[config.mk]
export PLATFORM = sky130hd
export DESIGN_NAME = uart_cmd_ctrl
export DESIGN_NICKNAME = d
export VERILOG_FILES = /design/src/rtl/uart_cmd_ctrl.sv
export SDC_FILE = /design/constraint.sdc
export NUM_CORES = 1
export LEC_CHECK = 0
export BUFFER_PORTS_ARGS = -buffer_cell sky130_fd_sc_hd__buf_2
export CELL_PAD_IN_SITES_DETAIL_PLACEMENT = 0
export CELL_PAD_IN_SITES_GLOBAL_PLACEMENT = 1
export CORE_UTILIZATION = 38
export DETAILED_ROUTE_END_ITERATION = 8
export GPL_ROUTABILITY_DRIVEN = 0
export GPL_TIMING_DRIVEN = 0
export PLACE_DENSITY = 0.77
export SLEW_MARGIN = 20
export SYNTH_ARGS = -nofsm -noshare
export SYNTH_HDL_FRONTEND = slang
export SYNTH_SLANG_ARGS = --single-unit
export TNS_END_PERCENT = 30
[constraint.sdc]
create_clock -name clk -period 2.2 [get_ports clk]
set_input_delay 0.11 -clock clk [delete_from_list [all_inputs] [get_ports clk]]
set_output_delay 0.11 -clock clk [all_outputs]
set_load 0.01 [all_outputs]
[src/rtl/uart_cmd_ctrl.sv]
// -----------------------------------------------------------------------------
// uart_cmd_ctrl
//
// Sits between a UART receiver/transmitter pair and the on-chip register bus.
// It builds command frames out of received bytes, runs each frame as one
// register-bus transaction, and sends back one response byte.
//
//   Write frame : 0xA5, addr, data  -> response 0x06 (ACK) once the bus acks
//   Read frame  : 0x5A, addr        -> response is the read data byte
//   Bad opcode or bus timeout       -> response 0x15 (NAK), err_cnt++
//   Inter-byte timeout              -> frame dropped silently, err_cnt++
//
// Ports
//   clk, rst_n        system clock, asynchronous active-low reset
//   rx_rdy, rx_data   receiver byte handshake (level, held until clr_rdy)
//   clr_rdy           combinational; high in the cycle a byte is consumed
//   trmt, tx_data     one-cycle transmit start, byte held until tx_done
//   tx_done           transmitter finished sending
//   reg_wr, reg_rd    bus request levels, held until reg_ack or timeout
//   reg_addr          bus address
//   reg_wdata         bus write data
//   reg_rdata         bus read data, sampled in the reg_ack cycle
//   reg_ack           one-cycle bus completion
//   busy              high whenever the sequencer is not idle
//   err_cnt           saturating count of protocol and bus errors
//
// Parameter
//   TIMEOUT_CYC       cycles allowed between frame bytes and for a bus ack
//                     (must be at least 2)
// -----------------------------------------------------------------------------
module uart_cmd_ctrl #(
  parameter int TIMEOUT_CYC = 5000
) (
  input  logic       clk,
  input  logic       rst_n,
  input  logic       rx_rdy,
  input  logic [7:0] rx_data,
  output logic       clr_rdy,
  output logic       trmt,
  output logic [7:0] tx_data,
  input  logic       tx_done,
  output logic       reg_wr,
  output logic       reg_rd,
  output logic [7:0] reg_addr,
  output logic [7:0] reg_wdata,
  input  logic [7:0] reg_rdata,
  input  logic       reg_ack,
  output logic       busy,
  output logic [7:0] err_cnt
);

  localparam logic [7:0] OP_WR   = 8'hA5;
  localparam logic [7:0] OP_RD   = 8'h5A;
  localparam logic [7:0] RSP_ACK = 8'h06;
  localparam logic [7:0] RSP_NAK = 8'h15;

  // The counter only ever reaches TIMEOUT_CYC-1 before the state changes and
  // clears it, so $clog2(TIMEOUT_CYC) bits are enough.
  localparam int              CW       = $clog2(TIMEOUT_CYC);
  localparam logic [CW-1:0]   TMO_LAST = CW'(TIMEOUT_CYC - 1);

  typedef enum logic [2:0] {
    IDLE,
    GET_ADDR,
    GET_DATA,
    BUS_WR,
    BUS_RD,
    SEND,
    WAIT_TX
  } state_e;

  state_e        state_q,   state_d;
  logic          is_wr_q,   is_wr_d;
  logic [CW-1:0] tmo_cnt_q, tmo_cnt_d;
  logic [7:0]    err_cnt_q, err_cnt_d;
  logic [7:0]    addr_q,    addr_d;
  logic [7:0]    wdata_q,   wdata_d;
  logic [7:0]    tx_data_q, tx_data_d;
  logic          trmt_q,    trmt_d;
  logic          reg_wr_q,  reg_wr_d;
  logic          reg_rd_q,  reg_rd_d;
  logic          busy_q,    busy_d;

  logic          tmo_fire;
  logic          err_inc;
  logic          counting;

  // Bytes are only taken while assembling a frame; during the bus access and
  // the response they stay pending in the receiver.
  assign clr_rdy = rx_rdy &&
                   ((state_q == IDLE) || (state_q == GET_ADDR) || (state_q == GET_DATA));

  // ---------------------------------------------------------------------------
  // Next-state and datapath logic
  // ---------------------------------------------------------------------------
  always_comb begin
    // NOTE: every variable gets a default before the case so no path can leave
    // one unassigned, which would otherwise infer a latch.
    state_d   = state_q;
    is_wr_d   = is_wr_q;
    addr_d    = addr_q;
    wdata_d   = wdata_q;
    tx_data_d = tx_data_q;
    err_inc   = 1'b0;
    tmo_fire  = (tmo_cnt_q == TMO_LAST);

    case (state_q)
      IDLE: begin
        if (rx_rdy) begin
          if (rx_data == OP_WR) begin
            state_d = GET_ADDR;
            is_wr_d = 1'b1;
          end else if (rx_data == OP_RD) begin
            state_d = GET_ADDR;
            is_wr_d = 1'b0;
          end else begin
            state_d   = SEND;
            tx_data_d = RSP_NAK;
            err_inc   = 1'b1;
          end
        end
      end

      // A byte arriving in the final allowed cycle beats the timeout.
      GET_ADDR: begin
        if (rx_rdy) begin
          addr_d  = rx_data;
          state_d = is_wr_q ? GET_DATA : BUS_RD;
        end else if (tmo_fire) begin
          state_d = IDLE;
          err_inc = 1'b1;
        end
      end

      GET_DATA: begin
        if (rx_rdy) begin
          wdata_d = rx_data;
          state_d = BUS_WR;
        end else if (tmo_fire) begin
          state_d = IDLE;
          err_inc = 1'b1;
        end
      end

      BUS_WR: begin
        if (reg_ack) begin
          state_d   = SEND;
          tx_data_d = RSP_ACK;
        end else if (tmo_fire) begin
          state_d   = SEND;
          tx_data_d = RSP_NAK;
          err_inc   = 1'b1;
        end
      end

      BUS_RD: begin
        if (reg_ack) begin
          state_d   = SEND;
          tx_data_d = reg_rdata;
        end else if (tmo_fire) begin
          state_d   = SEND;
          tx_data_d = RSP_NAK;
          err_inc   = 1'b1;
        end
      end

      SEND: begin
        state_d = WAIT_TX;
      end

      WAIT_TX: begin
        if (tx_done) begin
          state_d = IDLE;
        end
      end

      default: begin
        state_d = IDLE;
      end
    endcase

    // Timeout counter: restart on any state change, run only while waiting
    // on the link or the bus.
    counting = (state_q == GET_ADDR) || (state_q == GET_DATA) ||
               (state_q == BUS_WR)   || (state_q == BUS_RD);
    if (state_d != state_q) begin
      tmo_cnt_d = '0;
    end else if (counting) begin
      tmo_cnt_d = tmo_cnt_q + CW'(1);
    end else begin
      tmo_cnt_d = tmo_cnt_q;
    end

    if (err_inc && (err_cnt_q != 8'hFF)) begin
      err_cnt_d = err_cnt_q + 8'd1;
    end else begin
      err_cnt_d = err_cnt_q;
    end

    // Outputs are registered copies of what the next state implies, so they
    // line up with the state they belong to and carry no glitches.
    trmt_d   = (state_d == SEND);
    reg_wr_d = (state_d == BUS_WR);
    reg_rd_d = (state_d == BUS_RD);
    busy_d   = (state_d != IDLE);
  end

  // ---------------------------------------------------------------------------
  // State and output registers
  // ---------------------------------------------------------------------------
  always_ff @(posedge clk or negedge rst_n) begin
    if (!rst_n) begin
      state_q   <= IDLE;
      is_wr_q   <= 1'b0;
      tmo_cnt_q <= '0;
      err_cnt_q <= 8'h00;
      addr_q    <= 8'h00;
      wdata_q   <= 8'h00;
      tx_data_q <= 8'h00;
      trmt_q    <= 1'b0;
      reg_wr_q  <= 1'b0;
      reg_rd_q  <= 1'b0;
      busy_q    <= 1'b0;
    end else begin
      // NOTE: non-blocking assignments so every register samples the values
      // from before this edge, independent of statement order.
      state_q   <= state_d;
      is_wr_q   <= is_wr_d;
      tmo_cnt_q <= tmo_cnt_d;
      err_cnt_q <= err_cnt_d;
      addr_q    <= addr_d;
      wdata_q   <= wdata_d;
      tx_data_q <= tx_data_d;
      trmt_q    <= trmt_d;
      reg_wr_q  <= reg_wr_d;
      reg_rd_q  <= reg_rd_d;
      busy_q    <= busy_d;
    end
  end

  assign trmt      = trmt_q;
  assign tx_data   = tx_data_q;
  assign reg_wr    = reg_wr_q;
  assign reg_rd    = reg_rd_q;
  assign reg_addr  = addr_q;
  assign reg_wdata = wdata_q;
  assign busy      = busy_q;
  assign err_cnt   = err_cnt_q;

endmodule

==> results by group, run 1 <==
Outcome
  – Status: complete, no violations

STA
  – Clock Skew: 7.89 ps
  – Final period utilization: 98.0%
  – Slew Limit Fails: 0
  – Crit path time final: 2160 ps
  – Fmax: 464 MHz
  – Unrepaired setup endpoints after global routing: yes
  – Final worst setup slack: 43.8 ps
  – Worst-margin pin slew: 679 ps
  – Hold Violations, Final: 0
  – Max-slew headroom: 54.1%
  – Final setup viols: 0

Floorplan
  – Core Area: 6910 µm²
  – Die span in y: 87.2 µm
  – Io pins: 58
  – Rows: 30
  – Die ar.: 7610 µm²
  – Die Wd: 87.2 µm
  – Initial core utilization: 40.0%

Global route
  – Initial antenna violation count: 0
  – Total GRT Usage: 17.8%
  – Grt ovf: 0
  – Largest net degree at the start of global routing: 54
  – Number of global-route vias before repair: 2157
  – First-pass GRT wire length: 10600 µm

Finish
  – Most frequent cells in the layout: buf_2, dfrtp_1, mux2_2, a21oi_1, nor3_1
  – Final #Nets: 347
  – Share of cells above drive strength 1: 34.5%
  – Util after Layout: 49.6%
  – Area of the multi-input gates: 1480 µm²
  – Fillers: 682
  – Area Overhead vs Synth: 24.2%
  – Most common cell after layout, fill and taps aside: buf_2
  – Diode count: 0
  – Register area: 1330 µm²

Route
  – WL final: 6370 µm
  – Initial DRT Pass Iterations: 4
  – Antenna-violating nets left: 0
  – DRC viols: 0
  – Starting DRC count in detailed routing: 74
  – Total number of vias: 2241
  – Vias per Instance: 5.32
  – Per-cell routed wire length: 15.1 µm

Yosys
  – Syn avg cell area: 10.7 µm²
  – Yosys cell types: 57
  – Syn nets: 281
  – Post-synth EDFFs: 0
  – Synthesized instance count: 258
  – Syn Std Cell Area: 2760 µm²
  – Post-synthesis sequential area ratio: 48.0%
  – Post-synth top flop: dfrtp_1
  – Ys async rst share: 100%
  – Synth warnings: 0
  – FF+latch count, synth: 53

Clock network
  – CTS tree: done
  – Clock Path Buffers: 2
  – Clock buffer count from CTS: 5
  – Clk root buf: clkbuf_8
  – Reg clk slew, reported paths: 90 ps
  – Worst skew pair latency: 300 ps
  – CTS sink count: 53
  – Htree depth: 2

Place
  – DP Wirelength: 4610 µm
  – I/O Buffers: 57
  – Post-placement setup slack: -200 ps

Power
  – PwrDens: 1240 nW/µm²
  – Leakage: 1.48 nW
  – Peak supply drop: 0.395 mV
  – Total power: 4.26 mW

Hold path
  – Hold Path Depth: 3
  – Hold Path Sink: tx_data[3]$_DFFE_PN0P_
  – Hold Crit Class: in -> reg
  – Hold wc startpoint: reg_rdata[3]

Worst setup path
  – CP Capture Type: flip-flop
  – FF-to-FF path depth: 5
  – Data required, critical path: 2390 ps
  – CP Class: reg -> reg
  – Critical Path AT: 2350 ps
  – Reg2reg end: err_cnt[1]$_DFFE_PN0P_
  – R2r setup slk: 40 ps
  – Reg2Reg Launch Point: tmo_cnt_q[4]$_DFFE_PN0P_
  – Critical path startpoint category: flip-flop
  – Max FO, Critical Path: 7

Flow run
  – Max-cap violation count: 0
-- layer usage --
| metal | share of wire, % | vias up | global-route usage [%] | wire, µm |
|---|---|---|---|---|
| met5 | 0 | - | 0 | 0 |
| met4 | 0.91 | 0 | 4.62 | 58 |
| met3 | 3.0 | 6 | 2.84 | 188 |
| met2 | 45 | 39 | 26.7 | 2870 |
| met1 | 51 | 1109 | 26.6 | 3240 |
| li1 | - | 1087 | - | - |
-- per-stage QoR --
stage | instance area (µm²) | TNS, ps | std cells | hold WS (ps)
detailed placement | 3170 | -2800 | 411 | 196
global route | 3430 | -42.5 | 421 | 69.6
finish | 3430 | 0 | 421 | 70.7
global placement | 3170 | -1970 | 411 | 376
CTS | 3350 | -32.8 | 421 | 56.2
floorplan | 2760 | 0 | 258 | -186
-- state kept, by name, indices dropped and copies added, names as in the netlist --
signal	cells
is_wr_q	1
reg_addr	8
reg_wr	1
state_q	3
busy	1
tx_data	8
reg_rd	1
err_cnt	8
tmo_cnt_q	13
reg_wdata	8
trmt	1
-- timing repair --
item	4_1_cts	5_1_grt
buffers inserted	1	0
hold endpoints to repair	53	0
endpoints found under the setup margin	22	30
resized for setup	10	17
hold buffers	1	0
pin swaps	2	1
-- area by class of cell --
cell class / instances / share of cell area [%]
Buffer: 9 / 1.31
Clock buffer: 7 / 2.52
Clock inverter: 1 / 0.876
Inverter: 10 / 1.09
Multi-Input combinational cell: 186 / 43.1
Sequential cell: 53 / 38.7
Tap cell: 96 / 3.50
Timing Repair Buffer: 59 / 8.91
-- Yosys cell counts (3+ instances only) --
cell type	instances	area (µm²)
a211o_1	3	26.3
a211oi_1	3	22.5
a21oi_1	17	85.1
a32o_1	3	30.0
and3_1	4	25.0
and4_1	4	35.0
buf_2	4	20.0
clkbuf_1	4	15.0
dfrtp_1	53	1330
inv_1	10	37.5
mux2_2	18	203
nand2_1	13	48.8
nand2b_1	4	25.0
nand3_1	11	55.1
nand4_1	6	37.5
nor2_1	9	33.8
nor3_1	14	70.1
nor4bb_1	5	50.1
o21ai_0	9	45.0
o22ai_1	4	25.0
xnor2_1	8	70.1
xor2_1	11	96.3
-- kinds of logic after synthesis --
kind of cell / Yosys count / synth area share, %
compound gates: 58 / 14.9
xor+xnor: 19 / 6.03
fa+ha+maj: 2 / 0.906
buf+inv: 19 / 2.76
flops: 53 / 48.0
mux: 20 / 8.07
simple gates: 87 / 19.3
-- critical path: stages, from the launching register on --
cell and delay [ps]:
dfrtp_1 450, or4_4 590, nor3_4 270, o21ai_4 160, a21oi_2 210, mux2_2 350
-- how the worst max path moves through the flow --
stage,slack [ps],startpoint,endpoint,cells past startpoint
2_1_floorplan,130,tmo_cnt_q[4]$_DFFE_PN0P_,err_cnt[1]$_DFFE_PN0P_,5
3_3_place_gp,-150,tmo_cnt_q[5]$_DFFE_PN0P_,tmo_cnt_q[9]$_DFFE_PN0P_,6
3_5_place_dp,-200,tmo_cnt_q[5]$_DFFE_PN0P_,tmo_cnt_q[10]$_DFFE_PN0P_,6
4_1_cts,-30,state_q[0]$_DFF_PN0_,err_cnt[1]$_DFFE_PN0P_,6
5_1_grt,-40,tmo_cnt_q[4]$_DFFE_PN0P_,err_cnt[1]$_DFFE_PN0P_,5
6_report,40,tmo_cnt_q[4]$_DFFE_PN0P_,err_cnt[1]$_DFFE_PN0P_,5
-- power breakdown --
group / internal, mW / switching, mW
logic: 0.882 / 1.17
clock network: 0.371 / 0.311
registers: 1.31 / 0.216
Note: power is estimated with default switching activity, not from simulation.
==> inputs of run 2 (changes only) <==
--- a/config.mk
+++ b/config.mk
@@ -6,13 +6,11 @@
 export NUM_CORES = 1
 export LEC_CHECK = 0
 export BUFFER_PORTS_ARGS = -buffer_cell sky130_fd_sc_hd__buf_2
-export CELL_PAD_IN_SITES_DETAIL_PLACEMENT = 0
-export CELL_PAD_IN_SITES_GLOBAL_PLACEMENT = 1
-export CORE_UTILIZATION = 38
+export CORE_UTILIZATION = 45
 export DETAILED_ROUTE_END_ITERATION = 8
 export GPL_ROUTABILITY_DRIVEN = 0
 export GPL_TIMING_DRIVEN = 0
-export PLACE_DENSITY = 0.77
+export PLACE_DENSITY = 0.72
 export SLEW_MARGIN = 20
 export SYNTH_ARGS = -nofsm -noshare
 export SYNTH_HDL_FRONTEND = slang
==> constraint.sdc (replaced) <==
create_clock -name clk -period 1.8 [get_ports clk]
set_input_delay 0.09 -clock clk [delete_from_list [all_inputs] [get_ports clk]]
set_output_delay 0.09 -clock clk [all_outputs]
set_load 0.01 [all_outputs]
==> run 2 against run 1 <==
  * The run now ends with setup timing left
  * Core utilization grew 14 points
  * Non-clock buffer count rose by 26
  * Clock power is 26% higher
  * Final cell count up 1.4%
  * Register-to-register slack got worse by 240 ps
  * Critical path depth increased by 1
  * Count of clock-buffer cells in the layout decreased by 1
  * Hold slack lost 45 ps
  * Largest power group unchanged
==> results by group, run 2 (synthesis results as in run 1) <==
STA
  – Hold Violations, Final: 0
  – Unrepaired setup endpoints after global routing: yes
  – Fin Hold WS: 25.9 ps
  – Final worst setup slack: -200 ps
  – Final period utilization: 111%
  – Worst-margin pin slew: 702 ps
  – Slew Limit Fails: 0
  – Setup tns final: -4350 ps
  – Final setup viols: 32
  – Crit path time final: 2000 ps
  – Fmax: 500 MHz
  – Max-slew headroom: 52.6%
  – Clock Skew: 10.9 ps

Place
  – DP Wirelength: 4470 µm
  – I/O Buffers: 57
  – Post-placement setup slack: -436 ps
  – Placed Cells: 390

Finish
  – Max reg flops: 13
  – Non-Filler Instances: 427
  – Most common cell after layout, fill and taps aside: buf_2
  – Diode count: 0
  – Final #Nets: 374
  – Share of cells above drive strength 1: 44.9%
  – Most frequent cells in the layout: buf_2, dfrtp_1, buf_4, mux2_2
  – Largest register by flop count: tmo_cnt_q
  – Area Overhead vs Synth: 36.5%

Global route
  – Largest net degree at the start of global routing: 54
  – First-pass GRT wire length: 11100 µm
  – Grt ovf: 0
  – Number of global-route vias before repair: 2337
  – Total GRT Usage: 22.6%
  – Initial antenna violation count: 0

Floorplan
  – Io pins: 58
  – Die ar.: 6450 µm²
  – Initial core utilization: 46.6%
  – Die span in y: 80.3 µm
  – Core Area: 5920 µm²
  – Rows: 28
  – Die Wd: 80.3 µm

Route
  – Vias per Instance: 5.71
  – DRC viols: 0
  – Antenna-violating nets left: 0
  – Total number of vias: 2437
  – Starting DRC count in detailed routing: 165
  – WL final: 7240 µm
  – Per-cell routed wire length: 17.0 µm
  – Initial DRT Pass Iterations: 4

Worst setup path
  – Critical path startpoint category: flip-flop
  – Data required, critical path: 2010 ps
  – Max FO, Critical Path: 6
  – FF-to-FF path depth: 6
  – Critical Path AT: 2210 ps
  – CP Class: reg -> reg
  – CP Capture Type: flip-flop

Power
  – PwrDens: 1540 nW/µm²
  – Peak supply drop: 0.885 mV
  – Leakage: 1.64 nW

Hold path
  – Hold Path Depth: 3
  – Hold Crit Class: in -> reg

Clock network
  – Worst skew pair latency: 320 ps
  – Clock buffer count from CTS: 5
  – CTS sink count: 53
  – Htree depth: 2
  – Clk root buf: clkbuf_8
  – CTS tree: done
  – Reg clk slew, reported paths: 100 ps
  – Clock Path Buffers: 2

Flow run
  – Max-cap violation count: 0

Outcome
  – Violated checks: setup timing
  – Status: finished, violations left
-- run 2: worst paths after layout --
check | start | to | slack (ps)
hold reg to reg | tx_data[7]$_DFFE_PN0P_ | tx_data[7]$_DFFE_PN0P_ | 500
setup / recovery | state_q[0]$_DFF_PN0_ | err_cnt[1]$_DFFE_PN0P_ | -200
max in group asynchronous | rst_n | tmo_cnt_q[4]$_DFFE_PN0P_ | 960
hold / removal | reg_rdata[3] | tx_data[3]$_DFFE_PN0P_ | 30
min in group asynchronous | rst_n | reg_wdata[5]$_DFFE_PN0P_ | 330
setup reg to reg | state_q[0]$_DFF_PN0_ | err_cnt[1]$_DFFE_PN0P_ | -200
-- run 2: power by group --
part	switching (mW)	internal, mW	leakage (nW)
Combinational	1.63	1.45	0.914
Sequential	0.268	1.60	0.664
Clock	0.405	0.452	0.0574
Total	2.30	3.50	1.64
-- run 2: critical path, stage by stage, from the launching register on --
cell,delay (ps)
dfrtp_1,380
buf_6,130
or4b_4,510
a21oi_4,220
nand2_4,140
a21oi_4,190
mux2_4,310
-- run 2: layout make-up --
| type | instances | area [µm²] |
|---|---|---|
| fill | 474 | 2150 |
| multi-input combinational | 187 | 1580 |
| sequential | 53 | 1330 |
| timing repair buffer | 86 | 539 |
| tap | 75 | 93.8 |
| clock buffer | 6 | 82.6 |
| buffer | 8 | 70.1 |
| clock inverter | 2 | 37.5 |
| inverter | 10 | 37.5 |
-- run 2: what timing repair did --
| item | 4_1_cts | 5_1_grt |
|---|---|---|
| pin swaps | 17 | 10 |
| endpoints found under the hold margin | 53 | 0 |
| gates cloned | 1 | 2 |
| hold buffers | 1 | 0 |
| setup endpoints to repair | 50 | 51 |
| resized for setup | 31 | 23 |
| setup buffers | 16 | 10 |
-- run 2: metrics by stage --
| stage | utilization, % | total power [mW] | area [µm²] |
|---|---|---|---|
| floorplan | - | 3.51 | 2820 |
| global placement | 54.1 | 4.21 | 3200 |
| detailed placement | 54.1 | 4.30 | 3200 |
| CTS | 60.9 | 5.46 | 3610 |
| global route | 63.7 | 6.16 | 3770 |
| finish | 63.7 | 5.80 | 3770 |
-- run 2: metal layers --
layer | part of all wire, % | vias to the layer above | GRT usage [%]
li1 | - | 1144 | -
met1 | 42 | 1197 | 28.3
met2 | 51 | 77 | 38.2
met3 | 4.2 | 19 | 3.98
met4 | 2.6 | 0 | 9.46
met5 | 0 | - | 0
